`src/rtl/mmc1_ctrl_pkg.sv`:
```
// Shared constants and FSM encoding for the MMC1 serial loader.
package mmc1_ctrl_pkg;

  // MMC1 internal register targets, selected by CPU A14:A13
  localparam logic [1:0] REG_CTRL = 2'd0;  // $8000
  localparam logic [1:0] REG_CHR0 = 2'd1;  // $A000
  localparam logic [1:0] REG_CHR1 = 2'd2;  // $C000
  localparam logic [1:0] REG_PRG  = 2'd3;  // $E000

  // A shift reset forces PRG mode 3 in the control register
  localparam logic [4:0] MMC1_RESET_OR = 5'h0C;

  typedef enum logic [1:0] {
    ST_IDLE  = 2'd0,
    ST_WRITE = 2'd1,
    ST_GAP   = 2'd2
  } state_t;

endpackage

```
`src/rtl/mmc1_m2_gen.sv`:
```
// Free-running CPU phi2 (M2) generator with a cycle-boundary strobe.
// M2 is low for HALF_CLKS clocks, then high for HALF_CLKS clocks.
module mmc1_m2_gen #(
  parameter int unsigned HALF_CLKS = 2
) (
  input  logic clk,
  input  logic rst,
  output logic m2,
  output logic cyc_start
);

  localparam int unsigned PERIOD = 2 * HALF_CLKS;
  localparam int unsigned PW     = (PERIOD > 2) ? $clog2(PERIOD) : 1;

  logic [PW-1:0] ph;
  logic [PW-1:0] ph_nxt;
  logic          wrap;

  // Next phase; wrapping to 0 marks the start of a new CPU cycle
  always_comb begin
    wrap   = (ph == PW'(PERIOD - 1));
    ph_nxt = wrap ? '0 : ph + 1'b1;
  end

  // Phase counter and registered M2 derived from the next phase
  always_ff @(posedge clk or posedge rst) begin
    if (rst) begin
      ph <= '0;
      m2 <= 1'b0;
    end else begin
      ph <= ph_nxt;
      m2 <= (ph_nxt >= PW'(HALF_CLKS));
    end
  end

  // Strobe is high in the CLK whose closing edge is the boundary
  always_comb begin
    cyc_start = wrap;
  end

endmodule

```
`src/rtl/mmc1_serial_loader.sv`:
```
// MMC1 programming sequencer: converts a parallel register write into five
// serial D0 bus writes (LSB first), or a single D7 shift-reset write.
// Optional feature macro: MMC1_SHADOW_EN adds shadow copies of the four
// MMC1 registers as written by completed requests.
module mmc1_serial_loader
  import mmc1_ctrl_pkg::*;
#(
  parameter int unsigned HALF_CLKS = 2,
  parameter int unsigned GAP_CYC   = 1
) (
  input  logic       CLK,
  input  logic       RST,
  input  logic       req_valid,
  output logic       req_ready,
  input  logic       req_reset,
  input  logic [1:0] req_reg,
  input  logic [4:0] req_data,
  output logic       busy,
  output logic       done,
  output logic       M2,
  output logic       CPU_RnW,
  output logic       nROMSEL,
  output logic       CPU_A14,
  output logic       CPU_A13,
  output logic       CPU_D0,
  output logic       CPU_D7
`ifdef MMC1_SHADOW_EN
  ,
  output logic [4:0] shadow_ctrl,
  output logic [4:0] shadow_chr0,
  output logic [4:0] shadow_chr1,
  output logic [4:0] shadow_prg
`endif
);

  if (HALF_CLKS < 1) begin : g_bad_half_clks
    $error("mmc1_serial_loader: HALF_CLKS must be >= 1");
  end
  if (GAP_CYC < 1) begin : g_bad_gap_cyc
    $error("mmc1_serial_loader: GAP_CYC must be >= 1");
  end

  localparam int unsigned GW = (GAP_CYC < 2) ? 1 : $clog2(GAP_CYC + 1);

  logic          m2_int;
  logic          cyc_start;

  state_t        state, state_nxt;
  logic          pend, pend_nxt;
  logic          rst_req, rst_req_nxt;
  logic [1:0]    reg_q, reg_nxt;
  logic [4:0]    data_q, data_nxt;
  logic [2:0]    k, k_nxt;
  logic [GW-1:0] gcnt, gcnt_nxt;
  logic          wr, wr_nxt;
  logic          a14_q, a14_nxt;
  logic          a13_q, a13_nxt;
  logic          d0_q, d0_nxt;
  logic          d7_q, d7_nxt;
  logic          done_q, done_nxt;
  logic          start_write;
  logic [2:0]    bit_idx;

  mmc1_m2_gen #(
    .HALF_CLKS(HALF_CLKS)
  ) u_m2_gen (
    .clk      (CLK),
    .rst      (RST),
    .m2       (m2_int),
    .cyc_start(cyc_start)
  );

  // State, request latch and bus registers
  always_ff @(posedge CLK or posedge RST) begin
    if (RST) begin
      state   <= ST_IDLE;
      pend    <= 1'b0;
      rst_req <= 1'b0;
      reg_q   <= '0;
      data_q  <= '0;
      k       <= '0;
      gcnt    <= '0;
      wr      <= 1'b0;
      a14_q   <= 1'b0;
      a13_q   <= 1'b0;
      d0_q    <= 1'b0;
      d7_q    <= 1'b0;
      done_q  <= 1'b0;
    end else begin
      state   <= state_nxt;
      pend    <= pend_nxt;
      rst_req <= rst_req_nxt;
      reg_q   <= reg_nxt;
      data_q  <= data_nxt;
      k       <= k_nxt;
      gcnt    <= gcnt_nxt;
      wr      <= wr_nxt;
      a14_q   <= a14_nxt;
      a13_q   <= a13_nxt;
      d0_q    <= d0_nxt;
      d7_q    <= d7_nxt;
      done_q  <= done_nxt;
    end
  end

  // Next-state logic; all bus fields change only at CPU-cycle boundaries.
  // An accepted request waits in IDLE (pend=1, not ready) until the next
  // boundary so the first write always gets a full CPU cycle.
  always_comb begin
    state_nxt   = state;
    pend_nxt    = pend;
    rst_req_nxt = rst_req;
    reg_nxt     = reg_q;
    data_nxt    = data_q;
    k_nxt       = k;
    gcnt_nxt    = gcnt;
    wr_nxt      = wr;
    a14_nxt     = a14_q;
    a13_nxt     = a13_q;
    d0_nxt      = d0_q;
    d7_nxt      = d7_q;
    done_nxt    = 1'b0;
    start_write = 1'b0;
    bit_idx     = k;

    case (state)
      ST_IDLE: begin
        if (pend) begin
          if (cyc_start) begin
            state_nxt   = ST_WRITE;
            pend_nxt    = 1'b0;
            start_write = 1'b1;
            bit_idx     = 3'd0;
          end
        end else if (req_valid) begin
          pend_nxt    = 1'b1;
          rst_req_nxt = req_reset;
          reg_nxt     = req_reg;
          data_nxt    = req_data;
          k_nxt       = 3'd0;
        end
      end
      ST_WRITE: begin
        if (cyc_start) begin
          state_nxt = ST_GAP;
          gcnt_nxt  = GW'(GAP_CYC);
        end
      end
      ST_GAP: begin
        if (cyc_start) begin
          if (gcnt == GW'(1)) begin
            if (rst_req || (k == 3'd4)) begin
              state_nxt = ST_IDLE;
              done_nxt  = 1'b1;
            end else begin
              state_nxt   = ST_WRITE;
              k_nxt       = k + 3'd1;
              bit_idx     = k + 3'd1;
              start_write = 1'b1;
            end
          end else begin
            gcnt_nxt = gcnt - GW'(1);
          end
        end
      end
      default: state_nxt = ST_IDLE;
    endcase

    if (start_write) begin
      wr_nxt = 1'b1;
      if (rst_req) begin
        {a14_nxt, a13_nxt} = REG_CTRL;
        d0_nxt             = 1'b0;
        d7_nxt             = 1'b1;
      end else begin
        {a14_nxt, a13_nxt} = reg_q;
        d0_nxt             = data_q[bit_idx];
        d7_nxt             = 1'b0;
      end
    end else if (cyc_start) begin
      wr_nxt  = 1'b0;
      a14_nxt = 1'b0;
      a13_nxt = 1'b0;
      d0_nxt  = 1'b0;
      d7_nxt  = 1'b0;
    end
  end

  // Port outputs; nROMSEL is the write-cycle flag gated by M2
  always_comb begin
    req_ready = (state == ST_IDLE) && !pend;
    busy      = !req_ready;
    done      = done_q;
    M2        = m2_int;
    CPU_RnW   = !wr;
    nROMSEL   = !(wr && m2_int);
    CPU_A14   = a14_q;
    CPU_A13   = a13_q;
    CPU_D0    = d0_q;
    CPU_D7    = d7_q;
  end

`ifdef MMC1_SHADOW_EN
  // Shadow copies updated when a request completes
  always_ff @(posedge CLK or posedge RST) begin
    if (RST) begin
      shadow_ctrl <= '0;
      shadow_chr0 <= '0;
      shadow_chr1 <= '0;
      shadow_prg  <= '0;
    end else if (done_nxt) begin
      if (rst_req) begin
        shadow_ctrl <= shadow_ctrl | MMC1_RESET_OR;
      end else begin
        case (reg_q)
          REG_CTRL: shadow_ctrl <= data_q;
          REG_CHR0: shadow_chr0 <= data_q;
          REG_CHR1: shadow_chr1 <= data_q;
          REG_PRG:  shadow_prg  <= data_q;
          default:  shadow_ctrl <= shadow_ctrl;
        endcase
      end
    end
  end
`endif

endmodule

```
`config.mk`:
```
export PLATFORM = sky130hd
export DESIGN_NAME = mmc1_serial_loader
export DESIGN_NICKNAME = d
export VERILOG_FILES = /design/src/rtl/mmc1_ctrl_pkg.sv /design/src/rtl/mmc1_m2_gen.sv /design/src/rtl/mmc1_serial_loader.sv
export SDC_FILE = /design/constraint.sdc
export NUM_CORES = 1
export LEC_CHECK = 0
export ABC_AREA = 1
export CORE_MARGIN = 8
export CORE_UTILIZATION = 30
export CTS_CLUSTER_SIZE = 20
export DETAILED_ROUTE_END_ITERATION = 8
export PLACE_DENSITY = 0.6
export RECOVER_POWER = 50
export SYNTH_ARGS = -nofsm -noshare
export SYNTH_HDL_FRONTEND = slang
export SYNTH_SLANG_ARGS = --single-unit
```
`constraint.sdc`:
```
create_clock -name CLK -period 2.2 [get_ports CLK]
set_input_delay 0.44 -clock CLK [delete_from_list [all_inputs] [get_ports CLK]]
set_output_delay 0.44 -clock CLK [all_outputs]
set_load 0.01 [all_outputs]
```
==> results of run 1 <==
-- metrics by stage --
step,power [mW],setup slack [ns],hold WS [ns]
CTS,1.67,0.196,0.429
finish,1.64,0.186,0.424
floorplan,1.14,0.672,0.401
global placement,1.36,0.493,0.410
detailed placement,1.40,0.447,0.417
global route,1.77,0.102,0.444
-- synth_stat cells (all sizes together) --
| master | count | area share [%] |
|---|---|---|
| nor2 | 11 | 4.4 |
| nand3 | 14 | 7.7 |
| nand2 | 35 | 12 |
| mux2 | 6 | 5.8 |
| a31oi | 1 | 1.1 |
| inv | 20 | 6.4 |
| buf | 2 | 1.6 |
| nand4 | 2 | 1.1 |
| a32o | 1 | 0.86 |
| and2 | 1 | 0.75 |
| a21oi | 3 | 1.3 |
| ha | 3 | 3.2 |
| dfrtp | 23 | 49 |
| o21ai | 9 | 4.2 |
-- cells by family (layout without fill, tap and decap cells) --
| kind of cell | Yosys count | count (layout) | synth area share (%) |
|---|---|---|---|
| simple gates | 63 | 63 | 26.3 |
| flops | 23 | 23 | 49.3 |
| buf+inv | 22 | 45 | 8.04 |
| compound gates | 14 | 14 | 7.40 |
| mux | 6 | 6 | 5.79 |
| fa+ha+maj | 3 | 3 | 3.22 |
-- cell type report --
| type | count | share of cell area (%) |
|---|---|---|
| flip-flops and latches | 23 | 39.5 |
| clock buffers | 3 | 2.84 |
| repair buffers | 21 | 14.0 |
| clock inverters | 1 | 0.515 |
| multi-input cells | 86 | 33.8 |
| well taps | 48 | 4.12 |
| inverters | 20 | 5.15 |
-- worst min path at each step --
stage | endpoint | slack [ns] | depth (start not counted)
after floorplan | u_m2_gen.ph[0]$_DFF_PP0_ | 0.40 | 1
after global placement | u_m2_gen.ph[0]$_DFF_PP0_ | 0.41 | 1
after detailed placement | u_m2_gen.ph[0]$_DFF_PP0_ | 0.42 | 1
after CTS | u_m2_gen.ph[0]$_DFF_PP0_ | 0.43 | 1
after global routing | u_m2_gen.ph[0]$_DFF_PP0_ | 0.44 | 1
final | u_m2_gen.ph[0]$_DFF_PP0_ | 0.42 | 1
-- worst max-delay path, delay by kind of cell, from the launching register on --
kind	cells	cell delay (ns)
DFF	1	0.46
and+or+nand+nor	2	0.25
buffers and inverters	2	0.61
-- state kept, by name, indices dropped and copies added, names as in the netlist, 2 cells and up --
name	flops
data_q	5
state	2
reg_q	2
k	3
-- power groups by stage --
stage | sequential, mW | clock, mW | combinational (mW)
detailed placement | 0.701 | 0 | 0.699
global placement | 0.688 | 0 | 0.673
CTS | 0.692 | 0.277 | 0.702
global route | 0.709 | 0.298 | 0.766
floorplan | 0.686 | 0 | 0.456
finish | 0.690 | 0.264 | 0.681
-- routing by layer --
metal  share of wire (%)  vias up  wire (um)  track usage, %
met3                 4.2        2        105            2.28
met4                 1.4        0         34            3.33
li1                    -      464          -               -
met5                   0        -          0               0
met1                  43      438       1070            9.47
met2                  52       19       1290            15.7
==> flow_summary.json, run 1 <==
{
  "status": "complete, no violations",
  "netlist_area_um2": 1170,
  "leakagePower_nw": 0.682,
  "postCtsHoldBufs": 0,
  "path_cells": "nor2_2 > nand2_1 > inv_2 > clkdlybuf4s50_1",
  "pwr-share-clk_pct": 16.2,
  "gr-total-overflow": 0,
  "cpPeakStageDelay_ns": 0.53,
  "drv_cap": 0,
  "fin_area_um2": 1460,
  "p_switching_uw": 618,
  "initial_core_util_pct": 31.4,
  "rsz0062_at_grt": "no",
  "final_util_pct": 39.2,
  "relSlewSlack_pct": 18.1,
  "cts_inserted_buffers": 3,
  "final_common_cell": "nand2_1",
  "regToRegStartpoint": "k[0]$_DFFE_PP0P_",
  "clock_path_buffers": 2,
  "antennaDiodeCount": 0,
  "fmax_mhz": 497,
  "cts-resized-gates": 0,
  "postRouteAntennaNets": 0,
  "drcViolationCount": 0,
  "final_cells": 202,
  "power.density_nw_per_um2": 1120,
  "regArea_um2": 576,
  "placed_cell_area_um2": 1420,
  "multiInputGateArea_um2": 493,
  "reg2reg_slack_ns": 0.41,
  "slew_viol_final": 0,
  "cp-end-kind": "output port",
  "route.vias.total": 923,
  "peakVddDrop_mv": 0.463,
  "period_share_pct": 91.5,
  "dieArea_um2": 6140,
  "drive_gt1_share_pct": 15.6,
  "sequentialPowerShare_pct": 42.2,
  "swShare_pct": 37.8,
  "dpl.cell_count": 198,
  "finalSetupTns_ns": 0,
  "routed_wl_um": 2500,
  "slowest_stage": "clkdlybuf4s50_1",
  "htree_levels": 1,
  "critical_path_required_ns": 1.76,
  "syn_area_per_cell_um2": 8.91,
  "rr_worst_depth": 14,
  "yosysWarnings": 0,
  "critical_path.max_fanout": 4,
  "drtPass1Iterations": 4,
  "crit_end": "req_ready",
  "clock-sinks": 23,
  "worstSetupPathType": "reg2out",
  "hp-class": "reg2reg",
  "finClkSkew_ns": 0.00317,
  "die_w_um": 78.4,
  "ys_ff_latch": 23,
  "setup_viol_count_final": 0,
  "clkTransAtPathRegs_ns": 0.08,
  "drt_iter0_markers": 36,
  "top_level_ports": 21,
  "reg2reg_to": "CPU_D0$_DFFE_PP0P_",
  "hold_viol": 0,
  "grt_first_pass_wirelength_um": 4360,
  "syn_inst": 131,
  "grt_max_degree": 24,
  "core_area_um2": 3720,
  "cts_tree": "built",
  "vias_per_cell": 4.57,
  "synth_nets": 145,
  "final_cell_mix": "nand2_1, dfrtp_1, clkdlybuf4s50_1",
  "p_int_mw": 1.02,
  "clk_latency_ns": 0.26,
  "numPortBuffers": 20,
  "synth.distinct_cells": 23,
  "globalplace.congestion": 0.758,
  "syn2layout_area_growth_pct": 24.8,
  "fin_nets": 169,
  "fin_crit_ns": 2.01,
  "die_h_um": 78.4,
  "combPwrFrac_pct": 41.7,
  "root_buffer": "clkbuf_8",
  "grt.total_usage_pct": 8.69,
  "worstSetupStartpoint": "state[0]$_DFFE_PP0P_",
  "hold_start": "u_m2_gen.ph[0]$_DFF_PP0_",
  "cts_setup_buffers": 0,
  "ys_seq_area_share_pct": 49.3,
  "rows": 22,
  "tightestPinTransition_ns": 1.23,
  "grt_pass1_vias": 959,
  "antenna_found_initial": 0,
  "worstSetupStartpointType": "flip-flop",
  "fillCellCount": 390,
  "hpwl_um": 1990,
  "wire_per_inst_um": 12.4,
  "arrival_ns": 1.57
}
(Power assumes the default switching activity.)
==> run 2: changes to the inputs <==
--- a/config.mk
+++ b/config.mk
@@ -6,6 +6,7 @@
 export NUM_CORES = 1
 export LEC_CHECK = 0
 export ABC_AREA = 1
+export CAP_MARGIN = 20
 export CORE_MARGIN = 8
 export CORE_UTILIZATION = 30
 export CTS_CLUSTER_SIZE = 20
==> constraint.sdc (replaced) <==
create_clock -name CLK -period 2.1 [get_ports CLK]
set_input_delay 0.42 -clock CLK [delete_from_list [all_inputs] [get_ports CLK]]
set_output_delay 0.42 -clock CLK [all_outputs]
set_load 0.01 [all_outputs]
==> flow_summary.json, run 2 (same netlist as run 1, synthesis figures left out) <==
{
  "clock-sinks": 23,
  "clk_latency_ns": 0.26,
  "fmax_mhz": 516,
  "grt.total_usage_pct": 8.15,
  "fin_crit_ns": 1.94,
  "antenna_found_initial": 0,
  "grt_first_pass_wirelength_um": 4000,
  "clkTransAtPathRegs_ns": 0.08,
  "final_cells": 202,
  "worstSetupPathType": "reg2out",
  "final_cell_mix": "nand2_1, dfrtp_1, clkdlybuf4s50_1",
  "finalSetupTns_ns": 0,
  "drcViolationCount": 0,
  "clock_path_buffers": 2,
  "core_area_um2": 3720,
  "cts_inserted_buffers": 3,
  "critical_path.max_fanout": 4,
  "syn2layout_area_growth_pct": 24.7,
  "arrival_ns": 1.52,
  "status": "complete, no violations",
  "critical_path_required_ns": 1.68,
  "cp-end-kind": "output port",
  "rsz0062_at_grt": "no",
  "hp-class": "reg2reg",
  "antennaDiodeCount": 0,
  "final_util_pct": 39.2,
  "drt_iter0_markers": 42,
  "top_regs": "data_q x5, k x3",
  "worst_hold_slack_ns": 0.424,
  "htree_levels": 1,
  "cts_tree": "built",
  "vias_per_cell": 4.39,
  "grt_max_degree": 24,
  "peakVddDrop_mv": 0.379,
  "initial_core_util_pct": 31.4,
  "postRouteAntennaNets": 0,
  "setup_viol_count_final": 0,
  "top_level_ports": 21,
  "die_w_um": 78.4,
  "hpwl_um": 1850,
  "grt_pass1_vias": 915,
  "worstSetupStartpointType": "flip-flop",
  "hold_viol": 0,
  "routed_wl_um": 2370,
  "slew_viol_final": 0,
  "drive_gt1_share_pct": 15.6,
  "power.density_nw_per_um2": 1170,
  "die_h_um": 78.4,
  "dieArea_um2": 6140,
  "cts-resized-gates": 0,
  "tightestPinTransition_ns": 1.25,
  "globalplace.congestion": 0.798,
  "drv_cap": 0,
  "setup_slack_ns": 0.161,
  "final_common_cell": "nand2_1",
  "route.vias.total": 886,
  "relSlewSlack_pct": 16.6,
  "dpl.cell_count": 198,
  "root_buffer": "clkbuf_8",
  "leakagePower_nw": 0.683,
  "finClkSkew_ns": 0.000726,
  "regMostFlops": "data_q",
  "dp_slack_ns": 0.331,
  "fin_nets": 169,
  "rows": 22,
  "largest_reg_flops": 5,
  "drtPass1Iterations": 4,
  "numPortBuffers": 20,
  "wire_per_inst_um": 11.7,
  "cts_setup_buffers": 0,
  "postCtsHoldBufs": 0,
  "period_share_pct": 92.3,
  "gr-total-overflow": 0
}
==> run 2: cell types whose count changed in the layout (fill, tap and decap cells not counted), sizes merged <==
cell | previous run | this run
clkbuf | 4 | 5
clkinvlp | 1 | 0
==> run 2: worst paths after layout <==
kind                                           from                       end  cells past startpoint  slack (ns)
setup / recovery               state[0]$_DFFE_PP0P_                 req_ready                      4        0.16
setup reg to reg                   k[0]$_DFFE_PP0P_        CPU_D0$_DFFE_PP0P_                     14        0.34
hold reg to reg            u_m2_gen.ph[0]$_DFF_PP0_  u_m2_gen.ph[0]$_DFF_PP0_                      1        0.42
hold / removal             u_m2_gen.ph[0]$_DFF_PP0_  u_m2_gen.ph[0]$_DFF_PP0_                      1        0.42
max in group asynchronous                       RST     data_q[4]$_DFFE_PP0P_                      3        0.36
min in group asynchronous                       RST      state[1]$_DFFE_PP0P_                      3        1.01
==> run 2: layout make-up <==
cell class | instances | area [um^2]
fillers | 379 | 2260
repair buffers | 21 | 204
multi-input cells | 86 | 495
inverters | 20 | 75.1
flip-flops and latches | 23 | 576
clock buffers | 4 | 45.0
well taps | 48 | 60.1
==> run 2: routing by layer <==
metal / track usage, % / part of all wire (%)
met1: 9.61 / 47
met2: 12.9 / 49
met3: 1.25 / 1.9
met4: 6.48 / 1.7
met5: 0 / 0
==> run 2: metrics by stage <==
step / cell area [um^2] / total power, mW
after floorplan: 1170 / 1.20
after global placement: 1420 / 1.44
after global routing: 1460 / 1.84
after CTS: 1460 / 1.74
final: 1460 / 1.71
after detailed placement: 1420 / 1.46
==> run 2: critical path, stage by stage, from the launching register on <==
cell             delay [ns]
dfrtp_1                0.45
nor2_2                 0.14
nand2_2                0.08
inv_2                  0.06
clkdlybuf4s50_1        0.52
==> run 2: power breakdown <==
group / switching (mW) / internal (mW) / leakage (nW)
clock network: 0.142 / 0.135 / 0.0228
registers: 0.113 / 0.605 / 0.283
logic: 0.384 / 0.328 / 0.378
==> run 3: changes to the inputs <==
--- a/config.mk
+++ b/config.mk
@@ -6,12 +6,14 @@
 export NUM_CORES = 1
 export LEC_CHECK = 0
 export ABC_AREA = 1
+export ABC_CLOCK_PERIOD_IN_PS = 1700
 export CAP_MARGIN = 20
 export CORE_MARGIN = 8
 export CORE_UTILIZATION = 30
+export CTS_BUF_LIST = sky130_fd_sc_hd__clkbuf_8
 export CTS_CLUSTER_SIZE = 20
 export DETAILED_ROUTE_END_ITERATION = 8
-export PLACE_DENSITY = 0.6
+export PLACE_DENSITY = 0.61
 export RECOVER_POWER = 50
 export SYNTH_ARGS = -nofsm -noshare
 export SYNTH_HDL_FRONTEND = slang
==> constraint.sdc (replaced) <==
create_clock -name CLK -period 1.7 [get_ports CLK]
set_input_delay 0.34 -clock CLK [delete_from_list [all_inputs] [get_ports CLK]]
set_output_delay 0.34 -clock CLK [all_outputs]
set_load 0.01 [all_outputs]
==> flow_summary.json, run 3 (same netlist as run 1, synthesis figures left out) <==
{
  "routed_wl_um": 2610,
  "hpwl_um": 2040,
  "syn2layout_area_growth_pct": 33.5,
  "vias_per_cell": 4.59,
  "final_cell_mix": "nand2_1, dfrtp_1, clkdlybuf4s50_1",
  "antennaDiodeCount": 0,
  "worstSetupPathType": "reg2out",
  "grt.total_usage_pct": 9.05,
  "pwr-share-clk_pct": 15.3,
  "critical_path_required_ns": 1.36,
  "cts_tree": "built",
  "setup_slack_ns": 0.106,
  "clock_path_buffers": 2,
  "status": "complete, no violations",
  "final_util_pct": 42.0,
  "wire_per_inst_um": 12.5,
  "hold_viol": 0,
  "initial_core_util_pct": 31.4,
  "slew_viol_final": 0,
  "fmax_mhz": 628,
  "cp-end-kind": "output port",
  "sequentialPowerShare_pct": 39.6,
  "path_cells": "clkdlybuf4s50_1",
  "largest_reg_flops": 5,
  "rsz0062_at_grt": "no",
  "drcViolationCount": 0,
  "fin_area_um2": 1560,
  "worst-path-buf-inv": 1,
  "globalplace.congestion": 0.835,
  "hp-class": "reg2reg",
  "grt_first_pass_wirelength_um": 4460,
  "placed_cell_area_um2": 1450,
  "drv_cap": 0,
  "core_area_um2": 3720,
  "final_common_cell": "nand2_1",
  "worst_hold_slack_ns": 0.469,
  "dp_slack_ns": 0.00958,
  "rows": 22,
  "p_switching_uw": 840,
  "fin_crit_ns": 1.59,
  "leakagePower_nw": 0.732,
  "setup_viol_count_final": 0,
  "clock-sinks": 23,
  "combPwrFrac_pct": 45.1,
  "root_buffer": "clkbuf_8",
  "grt_max_degree": 24,
  "relSlewSlack_pct": 62.2,
  "grt_pass1_vias": 1008,
  "cpPeakStageDelay_ns": 0.57,
  "top_regs": "data_q x5, k x3",
  "finClkSkew_ns": 0.00143,
  "swShare_pct": 38.3,
  "clk_latency_ns": 0.27,
  "regMostFlops": "data_q",
  "gr-total-overflow": 0,
  "arrival_ns": 1.25,
  "die_w_um": 78.4,
  "drt_iter0_markers": 34,
  "postRouteAntennaNets": 0,
  "dpl.cell_count": 203,
  "finalSetupTns_ns": 0,
  "critical_path.max_fanout": 3,
  "route.vias.total": 960,
  "drtPass1Iterations": 4,
  "drive_gt1_share_pct": 25.5,
  "numPortBuffers": 20,
  "path_delay_family": "buffers and inverters",
  "period_share_pct": 93.7,
  "final_cells": 209,
  "antenna_found_initial": 0,
  "die_h_um": 78.4,
  "top_level_ports": 21,
  "clkTransAtPathRegs_ns": 0.08,
  "p_total_mw": 2.20,
  "cts_inserted_buffers": 3,
  "slowest_stage": "clkdlybuf4s50_1",
  "power.density_nw_per_um2": 1410,
  "dieArea_um2": 6140,
  "peakVddDrop_mv": 0.521,
  "worstSetupStartpointType": "flip-flop",
  "tightestPinTransition_ns": 0.567,
  "fin_nets": 176,
  "p_int_mw": 1.36,
  "htree_levels": 1
}
[run 3: cell count changes in the layout (fill, tap and decap cells not counted), sizes merged]
cell	delta
dlygate4sd2	+2
buf	+7
inv	+1
clkdlybuf4s50	-3
dlymetal6s2s	+1
clkbuf	-1
[run 3: routing by layer]
metal / track usage [%] / share of wire [%]
met4: 5.56 / 2.4
met5: 0 / 0
met3: 1.03 / 2.9
met1: 9.68 / 43
met2: 16.6 / 52
[run 3: final timing paths]
| check | startpoint | end | slack (ns) | cells past startpoint |
|---|---|---|---|---|
| setup / recovery | u_m2_gen.m2$_DFF_PP0_ | M2 | 0.11 | 1 |
| hold / removal | u_m2_gen.ph[0]$_DFF_PP0_ | u_m2_gen.ph[0]$_DFF_PP0_ | 0.47 | 1 |
| setup reg to reg | k[1]$_DFFE_PP0P_ | CPU_D0$_DFFE_PP0P_ | 0.15 | 14 |
| hold reg to reg | u_m2_gen.ph[0]$_DFF_PP0_ | u_m2_gen.ph[0]$_DFF_PP0_ | 0.47 | 1 |
| max in group asynchronous | RST | data_q[4]$_DFFE_PP0P_ | 0.69 | 3 |
| min in group asynchronous | RST | state[0]$_DFFE_PP0P_ | 0.64 | 3 |
[run 3: timing repair]
item,in CTS,in global routing
hold buffers,0,0
setup buffers,2,0
resized for setup,2,13
setup endpoints to repair,3,1
pin swaps,0,4
[run 3: power by group through the flow]
stage,clock [mW],sequential (mW),combinational [mW]
final,0.337,0.869,0.991
after global routing,0.373,0.899,1.10
after CTS,0.347,0.871,0.968
after detailed placement,0,0.893,0.953
after global placement,0,0.881,0.926
after floorplan,0,0.888,0.590
[run 3: worst register-to-register path, stage by stage, from the launching register on]
cell,delay (ns)
dfrtp_1,0.39
inv_2,0.06
ha_2,0.19
nand2_4,0.08
nand2_4,0.06
nor2_4,0.11
nand2_1,0.05
nand2_1,0.07
nand3_2,0.08
nand2_2,0.09
inv_2,0.03
nor2_1,0.10
nor2_1,0.05
nand2_1,0.05
nand2_1,0.04
[run 3: final cells by class]
class                           instances  area, um^2
Fill cell                             364        2160
Sequential cell                        23         576
Multi-Input combinational cell         86         546
Timing Repair Buffer                   28         258
Inverter                               20        75.1
Tap cell                               48        60.1
Clock buffer                            3        41.3
Clock inverter                          1        3.75
